File: src/rtl/scaler_frame_ctrl.sv
// Frame-synchronous front end for scaler_h/scaler_v: gates the stream to whole frames,
// applies scale-step updates only at frame start, and measures input geometry.
module scaler_frame_ctrl #(
    parameter int DATA_WIDTH = 8,
    parameter int STEP       = 4096,
    parameter int STEP_MAX   = 16383,
    parameter int CNT_WIDTH  = 16
) (
    input  logic                  clk,
    input  logic                  rst,
    input  logic [15:0]           cfg_step_i,
    input  logic                  cfg_wr_i,
    output logic                  cfg_pend_o,
    output logic                  cfg_err_o,
    input  logic                  err_clr_i,
    input  logic [DATA_WIDTH-1:0] di_i,
    input  logic                  de_i,
    input  logic                  hs_i,
    input  logic                  vs_i,
    output logic [DATA_WIDTH-1:0] do_o,
    output logic                  de_o,
    output logic                  hs_o,
    output logic                  vs_o,
    output logic [15:0]           scale_step_o,
    output logic [CNT_WIDTH-1:0]  in_w_o,
    output logic [CNT_WIDTH-1:0]  in_h_o,
    output logic [CNT_WIDTH-1:0]  frame_cnt_o,
    output logic                  line_err_o,
    output logic [1:0]            dbg_state_o
);

    typedef enum logic [1:0] {
        S_SYNC   = 2'd0,
        S_BLANK  = 2'd1,
        S_ACTIVE = 2'd2
    } state_t;

    localparam logic [15:0]          STEP_RST = 16'(STEP);
    localparam logic [15:0]          STEP_LIM = 16'(STEP_MAX);
    localparam logic [CNT_WIDTH-1:0] CNT_MAX  = {CNT_WIDTH{1'b1}};
    localparam logic [CNT_WIDTH-1:0] CNT_ONE  = {{(CNT_WIDTH-1){1'b0}}, 1'b1};

    state_t                state_q, state_d;
    logic [DATA_WIDTH-1:0] do_q, do_d;
    logic                  de_q, de_d, hs_q, hs_d, vs_q, vs_d;
    logic [15:0]           step_q, step_d, pval_q, pval_d;
    logic                  pend_q, pend_d, cerr_q, cerr_d;
    logic                  hs_prev_q, hs_prev_d;
    logic [CNT_WIDTH-1:0]  pix_cnt_q, pix_cnt_d, line_cnt_q, line_cnt_d;
    logic [CNT_WIDTH-1:0]  ref_w_q, ref_w_d, last_w_q, last_w_d;
    logic [CNT_WIDTH-1:0]  in_w_q, in_w_d, in_h_q, in_h_d, frame_q, frame_d;
    logic                  lerr_q, lerr_d;

    logic apply, frame_end, fwd, wr_ok, hs_rise, lerr_set;

    always_comb begin
        state_d   = state_q;
        apply     = 1'b0;
        frame_end = 1'b0;
        case (state_q)
            S_SYNC:   if (vs_i) state_d = S_BLANK;
            S_BLANK:  if (!vs_i) begin
                          state_d = S_ACTIVE;
                          apply   = 1'b1;
                      end
            S_ACTIVE: if (vs_i) begin
                          state_d   = S_BLANK;
                          frame_end = 1'b1;
                      end
            default:  state_d = S_SYNC;
        endcase
    end

    // Outside S_SYNC the stream passes with one register stage; otherwise it idles in blanking.
    always_comb begin
        fwd  = (state_q != S_SYNC);
        do_d = fwd ? di_i : '0;
        de_d = fwd ? de_i : 1'b0;
        hs_d = fwd ? hs_i : 1'b1;
        vs_d = fwd ? vs_i : 1'b1;
    end

    // cfg_wr_i is a single-cycle strobe sampled with cfg_step_i; there is no back-pressure.
    // A write on the apply edge lands after the apply, so it waits for the next frame.
    always_comb begin
        step_d = step_q;
        pend_d = pend_q;
        pval_d = pval_q;
        cerr_d = 1'b0;
        wr_ok  = cfg_wr_i && (cfg_step_i != 16'd0) && (cfg_step_i <= STEP_LIM);
        if (apply && pend_q) begin
            step_d = pval_q;
            pend_d = 1'b0;
        end
        if (wr_ok) begin
            pval_d = cfg_step_i;
            pend_d = 1'b1;
        end else if (cfg_wr_i) begin
            cerr_d = 1'b1;
        end
    end

    always_comb begin
        hs_prev_d  = hs_i;
        hs_rise    = hs_i && !hs_prev_q;
        pix_cnt_d  = pix_cnt_q;
        line_cnt_d = line_cnt_q;
        ref_w_d    = ref_w_q;
        last_w_d   = last_w_q;
        in_w_d     = in_w_q;
        in_h_d     = in_h_q;
        frame_d    = frame_q;
        lerr_set   = 1'b0;

        if (hs_rise)
            pix_cnt_d = '0;
        else if (de_i && (pix_cnt_q != CNT_MAX))
            pix_cnt_d = pix_cnt_q + CNT_ONE;

        if ((state_q == S_ACTIVE) && hs_rise && (pix_cnt_q != '0)) begin
            if (line_cnt_q != CNT_MAX)
                line_cnt_d = line_cnt_q + CNT_ONE;
            last_w_d = pix_cnt_q;
            if (line_cnt_q == '0)
                ref_w_d = pix_cnt_q;
            else if (pix_cnt_q != ref_w_q)
                lerr_set = 1'b1;
        end

        // Uses the _d values so a line closing on the frame-end cycle still counts.
        if (frame_end) begin
            in_w_d     = last_w_d;
            in_h_d     = line_cnt_d;
            frame_d    = frame_q + CNT_ONE;
            line_cnt_d = '0;
        end else if (state_q == S_SYNC) begin
            line_cnt_d = '0;
        end

        lerr_d = err_clr_i ? 1'b0 : (lerr_q | lerr_set);
    end

    always_ff @(posedge clk or posedge rst) begin
        if (rst) begin
            state_q    <= S_SYNC;
            do_q       <= '0;
            de_q       <= 1'b0;
            hs_q       <= 1'b1;
            vs_q       <= 1'b1;
            step_q     <= STEP_RST;
            pval_q     <= '0;
            pend_q     <= 1'b0;
            cerr_q     <= 1'b0;
            hs_prev_q  <= 1'b1;
            pix_cnt_q  <= '0;
            line_cnt_q <= '0;
            ref_w_q    <= '0;
            last_w_q   <= '0;
            in_w_q     <= '0;
            in_h_q     <= '0;
            frame_q    <= '0;
            lerr_q     <= 1'b0;
        end else begin
            state_q    <= state_d;
            do_q       <= do_d;
            de_q       <= de_d;
            hs_q       <= hs_d;
            vs_q       <= vs_d;
            step_q     <= step_d;
            pval_q     <= pval_d;
            pend_q     <= pend_d;
            cerr_q     <= cerr_d;
            hs_prev_q  <= hs_prev_d;
            pix_cnt_q  <= pix_cnt_d;
            line_cnt_q <= line_cnt_d;
            ref_w_q    <= ref_w_d;
            last_w_q   <= last_w_d;
            in_w_q     <= in_w_d;
            in_h_q     <= in_h_d;
            frame_q    <= frame_d;
            lerr_q     <= lerr_d;
        end
    end

    assign do_o         = do_q;
    assign de_o         = de_q;
    assign hs_o         = hs_q;
    assign vs_o         = vs_q;
    assign scale_step_o = step_q;
    assign cfg_pend_o   = pend_q;
    assign cfg_err_o    = cerr_q;
    assign in_w_o       = in_w_q;
    assign in_h_o       = in_h_q;
    assign frame_cnt_o  = frame_q;
    assign line_err_o   = lerr_q;
    assign dbg_state_o  = state_q;

endmodule

File: config.mk
export PLATFORM = sky130hd
export DESIGN_NAME = scaler_frame_ctrl
export DESIGN_NICKNAME = d
export VERILOG_FILES = /design/src/rtl/scaler_frame_ctrl.sv
export SDC_FILE = /design/constraint.sdc
export NUM_CORES = 1
export LEC_CHECK = 0
export CAP_MARGIN = 30
export CORE_MARGIN = 3
export CORE_UTILIZATION = 24
export DETAILED_ROUTE_END_ITERATION = 12
export GPL_TIMING_DRIVEN = 0
export PLACE_DENSITY = 0.44
export SYNTH_ARGS = -nofsm -noshare
export SYNTH_HDL_FRONTEND = slang
export SYNTH_SLANG_ARGS = --single-unit
export TNS_END_PERCENT = 1
File: constraint.sdc
create_clock -name clk -period 5.3 [get_ports clk]
set_input_delay 0.53 -clock clk [delete_from_list [all_inputs] [get_ports clk]]
set_output_delay 0.53 -clock clk [all_outputs]
set_load 0.005 [all_outputs]
Word level (Yosys, flattened, before mapping)
Index checks and enable logic that the tools add are counted.
W data, S select, Z words.
{ "op_classes": {"multipliers": 0, "add_sub_neg": 3, "mux": 26, "n_reduce_logical": 18, "bitwise_logic": 1, "n_shift": 0, "eq_ne": 7, "order_cmp": 1, "div_mod_pow": 0} }
{ "ops": {"columns": ["cell", "n"], "rows": [
  ["$mux W16", 7],
  ["$add A16 B1 Y16 const B", 3],
  ["$ne A16 B16 Y1 const B", 2],
  ["$reduce_bool A16 Y1", 2],
  ["$le A16 B14 Y1 const B", 1],
  ["$logic_not A16 Y1", 1],
  ["$ne A16 B16 Y1", 1],
  ["$mux W1", 15],
  ["$mux W8", 1],
  ["$logic_and A1 B1 Y1", 7],
  ["$reduce_bool A2 Y1", 3],
  ["$mux W2", 2],
  ["$pmux W2 S2", 1],
  ["$reduce_and A2 Y1", 2],
  ["$eq A2 B1 Y1 const B", 1],
  ["$eq A2 B2 Y1 const B", 1],
  ["$logic_not A2 Y1", 1],
  ["$ne A2 B1 Y1 const B", 1],
  ["$ne A2 B2 Y1 const B", 1],
  ["$reduce_or A2 Y1", 1],
  ["$logic_not A1 Y1", 1],
  ["$or A1 B1 Y1", 1]
]} }
{ "word_totals": {"memories": 0, "output_inout_bits": 80, "romBits": 0, "wordCells": 74, "in_bits": 31, "ram_bits": 0, "latchBits": 0, "reg_bits": 161} }

Logic depth before layout (Yosys ltp)
Gate-level depths: netlist of the first run.
{ "depth": {"depth_word": 7, "ltp_mapped": 10, "depth_no_buf": 7} }

Least setup slack after synthesis of the first run
OpenSTA, ideal clock, no wires.
{ "synth_path": {"path_type": "register -> register", "startpoint": "register pix_cnt_q[0]", "endpoint": "register in_w_q[5], in the netlist in_w_o[5]", "setup_ns": 0.125, "path_buffers": 3, "arrival_time_ns": 2.154, "path_slack_ns": 3.020, "synth_period_minus_slack_ns": 2.280, "stages_incl_launch_ff": 11, "required_time_ns": 5.175, "cell_sequence": "dfrtp_1 -> inv_1 -> ha_1 -> nor3b_1 -> and4_1 -> buf_6 -> or2_1 -> buf_6 -> buf_12 -> mux2_4 -> mux2_4"} }
{ "synth_via": {"elab_chain_len": 3} }
{ "synth_lines": {"columns": ["element", "line", "source"], "rows": [
  ["start: declaration", "49", "logic [CNT_WIDTH-1:0] pix_cnt_q, pix_cnt_d, line_cnt_q, line_cnt_d;"],
  ["start signal: assignment", "174", "pix_cnt_q <= pix_cnt_d;"],
  ["$reduce_bool A16 Y1", "120", "if ((state_q == S_ACTIVE) && hs_rise && (pix_cnt_q != '0)) begin"],
  ["$logic_and A1 B1 Y1", "120", null],
  ["$mux W16", "120", null],
  ["via last_w_d[5]", "50", "logic [CNT_WIDTH-1:0] ref_w_q, ref_w_d, last_w_q, last_w_d;"],
  ["end signal: assignment", "178", "in_w_q <= in_w_d;"],
  ["end: declaration", "51", "logic [CNT_WIDTH-1:0] in_w_q, in_w_d, in_h_q, in_h_d, frame_q, frame_d;"]
]} }
The timed path passes the listed nets, and every way through them passes these cells.
A chain may end at the register's enable or synchronous reset.

Worst setup path in the final report of the first run
{ "layout_path": {"startpoint": "register pix_cnt_q[0]", "endpoint": "register in_w_q[6], in the netlist in_w_o[6]"} }
Same word-level chain as after synthesis.

==> impl_metrics.json, run 1 <==
{
  "status": "completed",
  "area_growth_pct": 31.7,
  "cts.htree.levels": 4,
  "cts_resized": 0,
  "synthCells": 588,
  "finalCritPeriodShare_pct": 47.2,
  "hold_viol": 0,
  "overflow": 0,
  "setup_violations": 0,
  "clockBufferDepth": 2,
  "fmax_ghz": 0.400,
  "path_cells": "inv_1 > ha_1 > nor3b_1 > and4_1 > buf_6 > or2_1 > buf_6 > buf_12 > mux2_4 > mux2_4",
  "async_reset_ff_share_pct": 100,
  "regArea_um2": 4030,
  "critPathBufInv": 4,
  "clock_skew_ns": 0.0153,
  "ant_nets": 0,
  "cts_post_setup_buffers_inserted": 0,
  "first_pass_iters": 4,
  "cts_tree": "done",
  "die_area_um2": 31200,
  "timing.setup.tns_ns": 0,
  "grt_use_total_pct": 11.4,
  "hold_class": "input pin to asynchronous set/reset pin",
  "slowest_delay_ns": 0.47,
  "drive_gt1_share_pct": 17.5,
  "insertion_delay_ns": 0.43,
  "routedWlPerCell_um": 15.4,
  "max-cap-violations": 0,
  "p_leak_nw": 4.10,
  "routed_wl_um": 17100,
  "rsz0062_at_grt": "no",
  "initial_utilization_pct": 24.8,
  "fill_cells": 2843,
  "synthesis.nets": 624,
  "via_per_inst": 4.37,
  "synth_top_flop_cell": "dfrtp_1",
  "cp_slowest_cell": "dfrtp_1",
  "ir_drop_mv": 0.188,
  "clock-root-buffer": "clkbuf_16",
  "final_util_pct": 32.6,
  "pre_cts_ws_ns": 2.41,
  "core_um2": 28200,
  "end_kind": "register",
  "multi_input_area_um2": 2750,
  "cp.required_ns": 5.61,
  "synth_area_um2": 6990,
  "yosys_warnings": 0,
  "place_congestion": 0.801,
  "tightest_slew_ns": 0.970,
  "worstPathMaxFanout": 10,
  "hold_buffers": 0,
  "ios": 111,
  "syn_avg_cell_area_um2": 11.9,
  "grt_max_degree": 130,
  "clkSlewWorstSetupHoldPaths_ns": 0.08,
  "worstPathArrival_ns": 2.81,
  "grt_pass1_wl_um": 28200,
  "seq_area_frac_synth_pct": 57.7,
  "numCtsBuffers": 17,
  "cellPowerDensity_nw_per_um2": 358,
  "rows": 61,
  "synth_cell_types": 47,
  "slew_violations": 0,
  "cp_top_family": "buffers and inverters",
  "antenna_found_initial": 0,
  "finalCriticalPeriod_ns": 2.50,
  "grt_pass1_vias": 5067,
  "ys_seq_elements": 161,
  "cts_sinks": 161,
  "critical_path_class": "register to register",
  "die_w_um": 177,
  "slew_headroom_pct": 35.2,
  "timing.final.ws_setup_ns": 2.80,
  "startpoint": "pix_cnt_q[0]",
  "cp-start-kind": "register",
  "synth_edf_count": 0,
  "drc": 0,
  "num_vias": 4849,
  "dieHeight_um": 177,
  "r2r-start": "pix_cnt_q[0]",
  "drtIter0Drc": 247,
  "holdWs_ns": 0.463,
  "final_nets": 754,
  "dp.final_hpwl_um": 12000,
  "io_buffers": 110,
  "diodes": 0
}
-- placed cells by master (no fill, tap or decap), types with 16 or more instances in the layout --
| cell | instances |
|---|---|
| dfrtp_1 | 157 |
| clkdlybuf4s50_1 | 110 |
| mux2_2 | 54 |
| nand2_1 | 50 |
| nor2_1 | 46 |
| xnor2_1 | 29 |
| xor2_1 | 26 |
| o21ai_0 | 22 |
| nand4_1 | 21 |
| nor4_1 | 21 |
| clkbuf_16 | 17 |
| nand3_1 | 16 |
-- worst paths after layout --
check,to,slack [ns],depth (start not counted)
setup reg to reg,in_w_o[6],2.80,10
hold reg to reg,frame_cnt_o[15],0.48,1
min in group clk,frame_cnt_o[15],0.48,1
max in group asynchronous,frame_cnt_o[4],3.90,3
hold / removal,scale_step_o[2],0.46,2
setup / recovery,in_w_o[6],2.80,10
-- metrics by stage --
step                      cell area [um2]  std cells  power (mW)
after floorplan                      6990        588        1.74
after global placement               8570       1076        2.05
after detailed placement             8600       1077        2.06
after CTS                            9210       1109        3.36
after global routing                 9210       1109        3.48
final                                9210       1109        3.30
-- synth_stat cells, drive strengths merged (2+ instances only) --
master | number | area share, %
a21boi | 2 | 0.21
a21oi | 12 | 0.86
a22o | 2 | 0.25
and2 | 6 | 0.54
and3 | 8 | 0.72
and4 | 7 | 0.88
buf | 19 | 1.8
clkbuf | 16 | 0.88
dfrtp | 157 | 56
dfstp | 4 | 1.5
ha | 5 | 0.89
inv | 6 | 0.32
mux2 | 68 | 12
mux2i | 5 | 0.72
nand2 | 50 | 2.7
nand2b | 2 | 0.18
nand3 | 16 | 1.1
nand3b | 2 | 0.21
nand4 | 21 | 1.9
nor2 | 46 | 2.5
nor2b | 10 | 0.89
nor3 | 4 | 0.29
nor3b | 2 | 0.21
nor4 | 22 | 2.1
nor4b | 3 | 0.47
o21ai | 23 | 1.6
o31ai | 2 | 0.21
or2 | 4 | 0.36
or3 | 3 | 0.27
xnor2 | 29 | 3.6
xor2 | 26 | 3.3
-- metal layers --
layer | up-vias | global-route usage [%] | part of all wire (%)
li1 | 2314 | - | -
met1 | 2420 | 15.1 | 46
met2 | 106 | 18.3 | 48
met3 | 9 | 3.35 | 4.9
met4 | 0 | 2.98 | 0.74
met5 | - | 0 | 0
-- power breakdown --
part / internal [mW] / switching, mW / leakage, nW
Clock: 0.682 / 0.587 / 0.300
Combinational: 0.326 / 0.240 / 1.65
Sequential: 1.37 / 0.0936 / 2.15
Total: 2.38 / 0.920 / 4.10
-- flip-flops by register name, summed over array words and instances (netlist names), 2 cells and up --
signal / flops
line_cnt_q: 16
dbg_state_o: 2
in_h_o: 16
ref_w_q: 16
scale_step_o: 16
frame_cnt_o: 16
pix_cnt_q: 16
do_o: 8
pval_q: 16
last_w_q: 16
in_w_o: 16
-- final cells by class --
type / instances / share of cell area [%]
clock buffers: 17 / 4.62
flip-flops and latches: 161 / 43.8
clock inverters: 15 / 2.01
well taps: 378 / 5.13
plain buffers: 35 / 2.00
repair buffers: 111 / 12.3
inverters: 6 / 0.326
multi-input cells: 386 / 29.9
-- logic make-up after synthesis --
| kind of cell | count (synthesis) | synth area share, % |
|---|---|---|
| flops | 161 | 57.7 |
| compound gates | 44 | 3.49 |
| buf+inv | 41 | 2.95 |
| fa+ha+maj | 5 | 0.895 |
| mux | 73 | 12.4 |
| xor+xnor | 55 | 6.89 |
| simple gates | 209 | 15.7 |
(Power assumes the default switching activity.)
==> run 2, diff against run 1 <==
- clock period: 5.3 -> 2.6 ns (I/O delays scaled with it)
==> run 2 against run 1 <==
  * Critical path depth is the same
  * Clock-buffer cell count grew 2
  * Register-to-register slack got worse by 2.6 ns
  * Cell count up 0.36%
  * Sequential power increased by 100%
  * Core utilization rose by 0.29 points
  * Final area grew 0.88%
  * Global-route usage barely moved
  * Clock skew down 0.0049 ns
  * Worst setup slack got worse by 2.6 ns
  * Sequential cell count is the same
  * Fmax increased by 2.5%
  * Critical path type unchanged
  * Largest cell class unchanged
  * Largest power group unchanged
==> impl_metrics.json, run 2 (synthesis gave the netlist of run 1 again) <==
{
  "status": "completed",
  "cts.htree.levels": 4,
  "grt_pass1_wl_um": 28400,
  "critical_path_class": "register to register",
  "worstPathMaxFanout": 10,
  "clock_skew_ns": 0.0105,
  "core_um2": 28200,
  "place_congestion": 0.793,
  "grt_max_degree": 41,
  "slew_violations": 0,
  "final_nets": 758,
  "setup_violations": 0,
  "numCtsBuffers": 17,
  "regArea_um2": 4040,
  "rows": 61,
  "antenna_found_initial": 0,
  "timing.setup.tns_ns": 0,
  "hold_viol": 0,
  "cp.required_ns": 2.90,
  "clockBufferDepth": 2,
  "stdcell_area_um2": 9290,
  "cp-start-kind": "register",
  "area_growth_pct": 32.9,
  "multi_input_area_um2": 2770,
  "ir_drop_mv": 0.333,
  "ant_nets": 0,
  "mostFrequentLayoutCell": "dfrtp_1",
  "drc": 0,
  "via_per_inst": 4.39,
  "first_pass_iters": 4,
  "finalCritPeriodShare_pct": 93.8,
  "num_vias": 4887,
  "p_leak_nw": 4.13,
  "routed_wl_um": 17100,
  "rsz0062_at_grt": "yes",
  "cts_tree": "done",
  "finalCriticalPeriod_ns": 2.44,
  "cts_sinks": 161,
  "end_kind": "register",
  "initial_utilization_pct": 24.8,
  "dp.final_hpwl_um": 12300,
  "diodes": 0,
  "drive_gt1_share_pct": 18.2,
  "hold_class": "input pin to asynchronous set/reset pin",
  "io_buffers": 110,
  "clkSlewWorstSetupHoldPaths_ns": 0.07,
  "routedWlPerCell_um": 15.4,
  "ios": 111,
  "dieHeight_um": 177,
  "clock-root-buffer": "clkbuf_16",
  "slew_headroom_pct": 47.8,
  "grt_pass1_vias": 5170,
  "die_w_um": 177,
  "cellPowerDensity_nw_per_um2": 732,
  "mostFrequentLayoutCells": "dfrtp_1, clkdlybuf4s50_1, mux2_2, nand2_1, nor2_1",
  "dpl-instance-area_um2": 8650,
  "worstPathArrival_ns": 2.74,
  "grt_use_total_pct": 11.4,
  "fmax_ghz": 0.410,
  "insertion_delay_ns": 0.42,
  "fill_cells": 2860,
  "die_area_um2": 31200,
  "max-cap-violations": 0,
  "overflow": 0,
  "tightest_slew_ns": 0.782,
  "drtIter0Drc": 245
}
==> run 2: where the power goes <==
part | total (mW) | internal [mW] | leakage, nW | switching (mW)
registers | 2.97 | 2.79 | 2.15 | 0.182
logic | 1.17 | 0.675 | 1.69 | 0.490
clock network | 2.67 | 1.56 | 0.289 | 1.11
total | 6.81 | 5.03 | 4.13 | 1.78
==> run 2: repair_timing <==
action                                 4_1_cts  5_1_grt
buffers inserted                             0        0
resized for setup                            0        5
endpoints found under the hold margin        0        0
setup endpoints to repair                    0       19
hold buffers                                 0        0
==> run 2: layer usage <==
| metal | global-route usage [%] | vias to the layer above | wire length, um |
|---|---|---|---|
| li1 | - | 2317 | - |
| met3 | 3.20 | 6 | 979 |
| met1 | 15.1 | 2449 | 7910 |
| met2 | 18.5 | 115 | 8120 |
| met4 | 2.82 | 0 | 83 |
| met5 | 0 | - | 0 |
==> run 2: area by class of cell <==
cell class | instances | area share, %
repair buffers | 115 | 12.8
clock buffers | 19 | 4.77
inverters | 6 | 0.283
well taps | 378 | 5.09
clock inverters | 13 | 1.89
plain buffers | 35 | 1.98
flip-flops and latches | 161 | 43.4
multi-input cells | 386 | 29.8
==> run 2: path summary, 6_finish.rpt <==
check                                start         endpoint  slack (ns)  cells past startpoint
setup / recovery              pix_cnt_q[0]        in_w_o[8]        0.16                     10
hold / removal                         rst          do_o[0]        0.26                      2
setup reg to reg              pix_cnt_q[0]        in_w_o[8]        0.16                     10
hold reg to reg            frame_cnt_o[15]  frame_cnt_o[15]        0.47                      1
max in group asynchronous              rst      last_w_q[0]        1.49                      4
min in group clk                      hs_i        hs_prev_q        0.35                      1
==> run 2: metrics by stage <==
| step | hold slack (ns) | setup slack [ns] | util (%) | total power [mW] | cells |
|---|---|---|---|---|---|
| final | 0.256 | 0.161 | 32.9 | 6.81 | 1113 |
| after global routing | 0.285 | -0.0388 | 32.9 | 7.18 | 1113 |
| after CTS | 0.255 | 0.0593 | 32.8 | 6.92 | 1112 |
| after detailed placement | 0.461 | -0.0192 | 30.6 | 4.21 | 1080 |
| after global placement | 0.456 | -1.10 | 30.3 | 4.18 | 1076 |
| after floorplan | 0.264 | 0.300 | - | 3.55 | 588 |
==> run 2: critical path, cell delays in order (launching register included) <==
cell and delay (ns):
dfrtp_2 0.43, inv_1 0.09, ha_1 0.20, nor3b_1 0.13, and4_1 0.23, buf_6 0.15, or2_1 0.23, buf_6 0.15
buf_12 0.15, mux2_4 0.30, mux2_4 0.26
==> run 3, diff against run 2 <==
- PLACE_DENSITY: 0.44 -> not set
- PLACE_DENSITY_LB_ADDON: not set -> 0.15
==> run 3 against run 2 <==
  * Clock-buffer cell count is 1 lower
  * Final area is 0.28% lower
  * Cell count hardly changed
  * Largest cell class unchanged
==> impl_metrics.json, run 3 (synthesis gave the netlist of run 1 again) <==
{
  "status": "completed",
  "ir_drop_mv": 0.383,
  "initial_utilization_pct": 24.8,
  "final_nets": 757,
  "core_um2": 28200,
  "cts.htree.levels": 4,
  "cellPowerDensity_nw_per_um2": 727,
  "die_area_um2": 31200,
  "r2r-start": "line_cnt_q[0]",
  "cts_resized": 0,
  "grt_use_total_pct": 11.5,
  "critical_path_class": "register to register",
  "p_leak_nw": 4.11,
  "dp.final_hpwl_um": 12400,
  "worstPathArrival_ns": 2.76,
  "end_kind": "register",
  "startpoint": "line_cnt_q[0]",
  "ios": 111,
  "first_pass_iters": 4,
  "slew_violations": 0,
  "grt_max_degree": 38,
  "mostFrequentLayoutCell": "dfrtp_1",
  "hold_buffers": 0,
  "rows": 61,
  "reg2reg_slack_ns": 0.15,
  "antenna_found_initial": 1,
  "numCtsBuffers": 17,
  "diodes": 0,
  "via_per_inst": 4.42,
  "fmax_ghz": 0.408,
  "grt_pass1_vias": 5175,
  "overflow": 0,
  "clockBufferDepth": 2,
  "cts_post_setup_buffers_inserted": 0,
  "rsz0062_at_grt": "yes",
  "worstPathMaxFanout": 10,
  "finalCritPeriodShare_pct": 94.3,
  "hold_class": "input pin to asynchronous set/reset pin",
  "timing.setup.tns_ns": 0,
  "hold_viol": 0,
  "slew_headroom_pct": 35.8,
  "die_w_um": 177,
  "setup_violations": 0,
  "cp.required_ns": 2.91,
  "tightest_slew_ns": 0.960,
  "finalCriticalPeriod_ns": 2.45,
  "dieHeight_um": 177,
  "drc": 0,
  "drive_gt1_share_pct": 18.3,
  "num_vias": 4917,
  "worst_r2r_path_depth": 8,
  "clkSlewWorstSetupHoldPaths_ns": 0.07,
  "cts_sinks": 161,
  "grt_pass1_wl_um": 28400,
  "area_growth_pct": 32.5,
  "ant_nets": 0,
  "routedWlPerCell_um": 15.6,
  "insertion_delay_ns": 0.43,
  "drtIter0Drc": 292,
  "place_congestion": 0.815,
  "r2r-end": "ref_w_q[7]",
  "routed_wl_um": 17300,
  "io_buffers": 110,
  "power.total_mw": 6.74,
  "clock-root-buffer": "clkbuf_16",
  "crit_path_end": "ref_w_q[7]",
  "max-cap-violations": 0,
  "mostFrequentLayoutCells": "dfrtp_1, clkdlybuf4s50_1, mux2_2, nand2_1, nor2_1",
  "clock_skew_ns": 0.0208,
  "cts_tree": "done",
  "cp-start-kind": "register"
}
run 3: cell count changes in the layout (fill, tap and decap cells not counted):
cell | before | now
inv_6 | 4 | 3
clkbuf_8 | 1 | 0
bufinv_16 | 3 | 2
inv_2 | 0 | 1
inv_8 | 1 | 4
clkbuf_4 | 1 | 0
inv_1 | 5 | 4
run 3: critical path, cell delays in order, from the launching register on:
cell and delay (ns):
dfrtp_1 0.42, inv_1 0.10, ha_1 0.16, nor4b_1 0.39, nand4_1 0.23, or3_1 0.34
buf_2 0.20, buf_2 0.21, mux2_2 0.29
run 3: area by class of cell:
cell class | count | area, um2
plain buffers | 35 | 184
clock buffers | 18 | 429
clock inverters | 14 | 170
fillers | 2860 | 19000
inverters | 6 | 26.3
multi-input cells | 386 | 2770
flip-flops and latches | 161 | 4040
well taps | 378 | 473
repair buffers | 114 | 1180
run 3: stage by stage:
step / area (um2) / instances / util [%] / setup WS (ns) / hold slack [ns]
final: 9270 / 1112 / 32.8 / 0.149 / 0.286
after global routing: 9270 / 1112 / 32.8 / -0.000708 / 0.324
after CTS: 9250 / 1112 / 32.8 / 0.0285 / 0.292
after detailed placement: 8650 / 1080 / 30.6 / -0.0145 / 0.460
after global placement: 8570 / 1076 / 30.3 / -1.14 / 0.463
after floorplan: 7000 / 588 / - / 0.300 / 0.264
run 3: how the worst min path moves through the flow:
stage,start,to,slack (ns),cells after the start
after floorplan,hs_i,hs_prev_q,0.26,0
after global placement,pval_q[0],pval_q[0],0.46,2
after detailed placement,pval_q[4],pval_q[4],0.46,2
after CTS,rst,do_o[6],0.29,2
after global routing,hs_i,hs_prev_q,0.32,1
final,rst,do_o[6],0.29,2
run 3: where the power goes:
group          internal, mW  leakage, nW  switching [mW]
logic                 0.673         1.68           0.494
clock network          1.45        0.281            1.14
registers              2.79         2.15           0.187
total                  4.92         4.11            1.82
run 3: per-layer routing:
| metal | routed length [um] | GRT usage (%) | up-vias | part of all wire, % |
|---|---|---|---|---|
| li1 | - | - | 2305 | - |
| met4 | 153 | 2.98 | 2 | 0.88 |
| met2 | 8080 | 18.3 | 115 | 47 |
| met1 | 8020 | 15.0 | 2484 | 46 |
| met3 | 1040 | 3.88 | 11 | 6.0 |
| met5 | 9 | 0 | - | 0.052 |
